==> src/rtl/msb_pos_pipe.sv <==
// msb_pos_pipe -- two-stage pipelined highest/lowest set-bit locator.
//
// Stage 1 finds, per GRP-bit group, the 1-based local position of the
// highest (mode 0) or lowest (mode 1) set bit. Stage 2 picks the highest
// or lowest non-empty group and forms the global 1-based position.
// The two stages use a valid/ready handshake and can each hold one word.
//
// Ports
//   clk        clock, all state on rising edge
//   rst        asynchronous active-high reset
//   in_valid   upstream word present
//   in_ready   word accepted this cycle (depends on out_ready, not in_valid)
//   data       word to search
//   mode       0 = highest set bit, 1 = lowest set bit
//   out_valid  result present
//   out_ready  downstream accepts result
//   pos        1-based bit position, 0 when no bit set
//   zero       searched word was all zeros
module msb_pos_pipe #(
   parameter int DW_IN = 64,
   parameter int GRP   = 8,
   localparam int NG    = DW_IN / GRP,
   localparam int POS_W = $clog2(DW_IN + 1)
) (
   input  logic             clk,
   input  logic             rst,
   input  logic             in_valid,
   output logic             in_ready,
   input  logic [DW_IN-1:0] data,
   input  logic             mode,
   output logic             out_valid,
   input  logic             out_ready,
   output logic [POS_W-1:0] pos,
   output logic             zero
);

   localparam int LW = $clog2(GRP + 1);

   logic                   s1_valid;
   logic                   s1_mode;
   logic [NG-1:0][LW-1:0]  s1_loc;
   logic [NG-1:0][LW-1:0]  loc_d;
   logic [POS_W-1:0]       pos_d;
   logic                   any_d;
   logic                   adv1;
   logic                   adv2;

   assign adv2     = !out_valid || out_ready;
   assign adv1     = !s1_valid || adv2;
   assign in_ready = adv1;

   // Scan order is flipped by mode so that "last hit wins" always yields
   // the wanted bit: ascending for highest, descending for lowest.
   always_comb begin
      loc_d = '0;
      for (int g = 0; g < NG; g++) begin
         for (int i = 0; i < GRP; i++) begin
            int bi;
            bi = mode ? (GRP - 1 - i) : i;
            if (data[g*GRP + bi]) loc_d[g] = LW'(bi + 1);
         end
      end
   end

   // Same last-hit-wins trick across groups.
   always_comb begin
      pos_d = '0;
      any_d = 1'b0;
      for (int g = 0; g < NG; g++) begin
         int gi;
         gi = s1_mode ? (NG - 1 - g) : g;
         if (s1_loc[gi] != '0) begin
            pos_d = POS_W'(gi * GRP) + POS_W'(s1_loc[gi]);
            any_d = 1'b1;
         end
      end
   end

   always_ff @(posedge clk or posedge rst) begin
      if (rst) begin
         s1_valid  <= 1'b0;
         out_valid <= 1'b0;
         pos       <= '0;
         zero      <= 1'b0;
      end else begin
         if (adv1) s1_valid <= in_valid;
         if (adv2) begin
            out_valid <= s1_valid;
            if (s1_valid) begin
               pos  <= pos_d;
               zero <= !any_d;
            end
         end
      end
   end

   // Payload registers carry no reset; s1_valid qualifies them.
   always_ff @(posedge clk) begin
      if (adv1 && in_valid) begin
         s1_loc  <= loc_d;
         s1_mode <= mode;
      end
   end

endmodule

==> config.mk <==
export PLATFORM = sky130hd
export DESIGN_NAME = msb_pos_pipe
export DESIGN_NICKNAME = d
export VERILOG_FILES = /design/src/rtl/msb_pos_pipe.sv
export SDC_FILE = /design/constraint.sdc
export NUM_CORES = 1
export LEC_CHECK = 0
export ABC_AREA = 0
export CAP_MARGIN = 20
export CORE_MARGIN = 5
export CORE_UTILIZATION = 30
export DETAILED_ROUTE_END_ITERATION = 10
export GPL_TIMING_DRIVEN = 0
export SYNTH_ARGS = -nofsm -noshare
export SYNTH_HDL_FRONTEND = slang
export SYNTH_SLANG_ARGS = --single-unit
==> constraint.sdc <==
create_clock -name clk -period 3.6 [get_ports clk]
set_input_delay 0.72 -clock clk [delete_from_list [all_inputs] [get_ports clk]]
set_output_delay 0.72 -clock clk [all_outputs]
set_load 0.05 [all_outputs]
# After elaboration in Yosys (flattened, before gate mapping)
# Index checks and enable logic that the tools add are counted.
[op_classes] addsub=72 n_lt_le_gt_ge=72 mux=312 n_reduce_logical=15
[op_table] cell="less-than comparator 32 x 8 -> 1 bit, second input constant" n=56
[op_table] cell="adder 7 x 32 -> 32 bit, first input constant" n=24
[op_table] cell="adder 6 x 32 -> 32 bit, first input constant" n=16
[op_table] cell="binary-select mux 1 bit (select 6 bit)" n=64
[op_table] cell="two-way mux 4 bit" n=80
[op_table] cell="adder 5 x 32 -> 32 bit, first input constant" n=8
[op_table] cell="two-way mux 1 bit" n=136
[op_table] cell="binary-select mux 4 bit (select 3 bit)" n=8
[op_table] cell="adder 6 x 3 -> 7 bit, first input constant" n=8
[op_table] cell="adder 6 x 4 -> 7 bit" n=8
[op_table] cell="less-than comparator 7 bit, second input constant" n=8
[op_table] cell="two-way mux 7 bit" n=8
[op_table] cell="two-way mux 3 bit" n=16
[op_table] cell="adder 3 x 1 -> 4 bit, second input constant" n=8
[op_table] cell="less-than comparator 3 x 4 -> 1 bit, second input constant" n=8
[op_table] cell="nonzero test 4 bit" n=8
[op_table] cell="zero test 1 bit" n=3
[op_table] cell="logical OR 1 bit" n=2
[op_table] cell="AND reduction 2 bit" n=1
[op_table] cell="logical AND 1 bit" n=1
[totals] reg_bits=43 inputBits=69 output_inout_bits=10 wordCells=484

# Longest topological paths before layout
[logic_depth] ltp_word=14 depth_mapped=10 ltp_nobuf=7

# Least setup slack after synthesis
# OpenSTA, ideal clock, no wires.
[synth_timing] kind="input port to flip-flop" start="input out_ready" end="register s1_loc[0] (netlist bit), enable pin" setup_time_ps=393 arrival_ps=2074 required_ps=3207 path_slack_ps=1133 stages=2 path_buffers=0 cell_sequence="nand3b_1 > and2_1"
[synth_between] elab_chain_len=3
[synth_lines] element="start: declaration" line_no="32" rtl="input logic out_ready,"
[synth_lines] element="logical OR 1 bit" line_no="48" rtl="assign adv2 = !out_valid || out_ready;"
[synth_lines] element="logical OR 1 bit" line_no="49" rtl="assign adv1 = !s1_valid || adv2;"
[synth_lines] element="logical AND 1 bit" line_no="99" rtl="if (adv1 && in_valid) begin"
[synth_lines] element="end signal: assignment" line_no="100" rtl="s1_loc <= loc_d;"
[synth_lines] element="end: declaration" line_no="41" rtl="logic [NG-1:0][LW-1:0] s1_loc;"
# Every way passes these cells.
# A chain may end at the register's enable or synchronous reset.

==> results.yml <==
cts:
  clock_path_buffers: 2
  clk_pin_slew_ns: 0.06
  ctsHoldBuffers: 0
  cts_tree: "done"
  post-cts-setup-buffers: 0
  cts_resized: 0
  cts.htree.levels: 2
  cts_inserted_buffers: 5
  clk_latency_ns: 0.29
  cts-root-buf: "clkbuf_16"
  clkSinkCount: 43
timing:
  fin_crit_ns: 3.24
  finalSetupViolations: 0
  slew_headroom_pct: 40.7
  drv_slew: 0
  tns_ns: 0
  max_freq_ghz: 0.309
  hold_ws_ns: 0.515
  clock_skew_ns: 0.00635
  worst_slew_pin_slew_ns: 0.878
  period_share_pct: 89.9
  rsz0062_at_grt: "false"
  hold_viol: 0
route:
  drtAntennaViolNets: 0
  viasPerCell: 5.39
  routed_wl_um: 11200
  route.detailed.drc: 0
  first_pass_iters: 4
  drt-initial-drc-count: 200
  routedWlPerCell_um: 15.8
  vias: 3806
setup_path:
  crit_type: "in -> reg"
  r2r_setup_slack_ns: 0.57
  cp-start-kind: "input port"
  critPathArrivalTime_ns: 3.25
  crit_required_ns: 3.62
  critPathCaptureType: "flip-flop"
  crit_fanout: 10
  reg2reg_depth: 10
min_path:
  hp-class: "reg -> reg"
  hold_depth: 2
logic_synthesis:
  synth-edff-count: 33
  synth_top_cell_area_share_pct: 26.8
  ys.flop_type: "edfxtp_1"
  synth_compound_area_share_pct: 26.6
  yosys.area_share.adder_pct: 4.06
  synth_top_family_by_area: "compound AO/OA/AOI/OAI gates"
  yosysSeqAreaShare_pct: 33.6
  ys_warn_count: 0
  synth_area_sq_mm: 0.00369
  synthXorXnorAreaFrac_pct: 0
  synth_simple_gate_area_share_pct: 26.0
  synth_area_per_cell_sq_um: 8.21
  synthTopCellsByArea: "edfxtp_1 27%, dfrtp_1 6.8%, a21oi_1 5.8%, nor2_1 5.3%, o21ai_0 4.3%"
  muxShareOfSynthArea_pct: 5.08
  async_flop_share_pct: 23.3
  synth_fp_nets: 531
  syn-instance-count: 450
  ys_types: 60
  synth_seq_cells: 43
  synth_top_area_cell: "edfxtp_1"
finish:
  seq_area_sq_mm: 0.00124
  drive_gt1_share_pct: 7.81
  diodes: 0
  final_util_pct: 40.7
  final_common_cell: "clkdlybuf4s50_1"
  mostFrequentLayoutCells: "78 x clkdlybuf4s50_1, 52 x nor2_1, 43 x a21oi_1"
  area_delta_synth_final_pct: 32.9
  num-fill-cells: 1233
  multiInputGateArea_sq_mm: 0.00228
  finalNetCount: 618
die:
  rows: 40
  io_pins: 79
  start_util_pct: 30.6
  die_w_um: 121
  coreArea_sq_mm: 0.0121
  die_y_um: 121
  dieArea_sq_mm: 0.0146
global_route:
  grt_pass1_wl_um: 18400
  first_global_vias: 3785
  grt_start_max_net_pins: 23
  antenna_found_initial: 0
  grt-ovfl-total: 0
  grt.total_usage_pct: 15.2
power_and_ir_drop:
  vdd.ir_drop.worst_mv: 0.195
  leakage_nw: 1.81
  p_total_mw: 1.74
  power.density_mw_per_mm2: 354
flow_run:
  maxCapViolations: 0
placed_design:
  gp_congestion: 0.865
  port_buffers: 78
  post-dp-hpwl_um: 8860
outcome:
  status: "complete, no violations"
## area by class of cell
cell class / count / share of cell area [%]
inverters: 26 / 1.99
clock buffers: 5 / 2.55
well taps: 168 / 4.28
repair buffers: 80 / 16.6
clock inverters: 3 / 1.38
plain buffers: 16 / 1.53
multi-input cells: 365 / 46.4
flip-flops and latches: 43 / 25.3
## logic make-up after synthesis
group / Yosys count
simple gates: 186
compound gates: 150
flops: 43
buf+inv: 42
mux: 17
fa+ha+maj: 12
## where the power goes
group / internal (mW) / total, mW / switching, mW
Sequential: 0.593 / 0.642 / 0.0488
Combinational: 0.220 / 0.501 / 0.282
Clock: 0.398 / 0.595 / 0.198
## final timing paths
check | to | from
max reg2reg | pos[5]$_DFFE_PP0P_ | s1_mode$_DFFE_PP_
max | s1_loc[11]$_DFFE_PP_ | mode
min reg2reg | zero$_DFFE_PP0P_ | zero$_DFFE_PP0P_
max in group asynchronous | s1_valid$_DFFE_PP0N_ | rst
min in group asynchronous | zero$_DFFE_PP0P_ | rst
min | zero$_DFFE_PP0P_ | zero$_DFFE_PP0P_
## synth_stat cells, drive strengths merged (2+ instances only)
cell / number
nor2: 52
a21oi: 43
nand2: 42
o21ai: 35
edfxtp: 33
nor3: 29
inv: 25
mux2i: 13
ha: 12
o22ai: 12
a21boi: 10
buf: 10
dfrtp: 10
nor4: 9
or2: 7
a32oi: 6
clkbuf: 6
nand3b: 6
nor4b: 6
or4: 6
a21o: 5
a32o: 5
nand3: 5
or3b: 5
mux2: 4
nand2b: 4
nor2b: 4
o31a: 4
o32ai: 4
or3: 4
a211o: 3
o211ai: 3
o31ai: 3
a211oi: 2
a22o: 2
and2: 2
nand4: 2
nor3b: 2
o21a: 2
o221ai: 2
o22a: 2
o311ai: 2
## metrics by stage
step | cell area [sq um] | setup WS (ns) | cells
2_1_floorplan | 3690 | 1.13 | 450
3_3_place_gp | 4690 | 0.0153 | 696
3_5_place_dp | 4720 | 0.00825 | 698
4_1_cts | 4910 | 0.312 | 706
5_1_grt | 4910 | 0.195 | 706
6_report | 4910 | 0.364 | 706
## per-layer routing
layer	GRT usage (%)	part of all wire, %	vias to the layer above
met2	24.1	45	116
li1	-	-	1885
met1	21.3	48	1788
met3	2.47	4.8	17
met5	0	0	-
met4	4.32	1.5	0
## registers in the layout, summed over array words and instances, names as in the netlist
signal	flops
s1_loc	32
pos	7
out_valid	1
s1_mode	1
s1_valid	1
zero	1
## worst max-delay path: stages
cell             delay, ns
clkdlybuf4s50_1       0.47
buf_2                 0.25
clkbuf_1              0.51
buf_2                 0.38
buf_1                 0.47
buf_2                 0.32
a21boi_0              0.13
(Power assumes the default switching activity.)
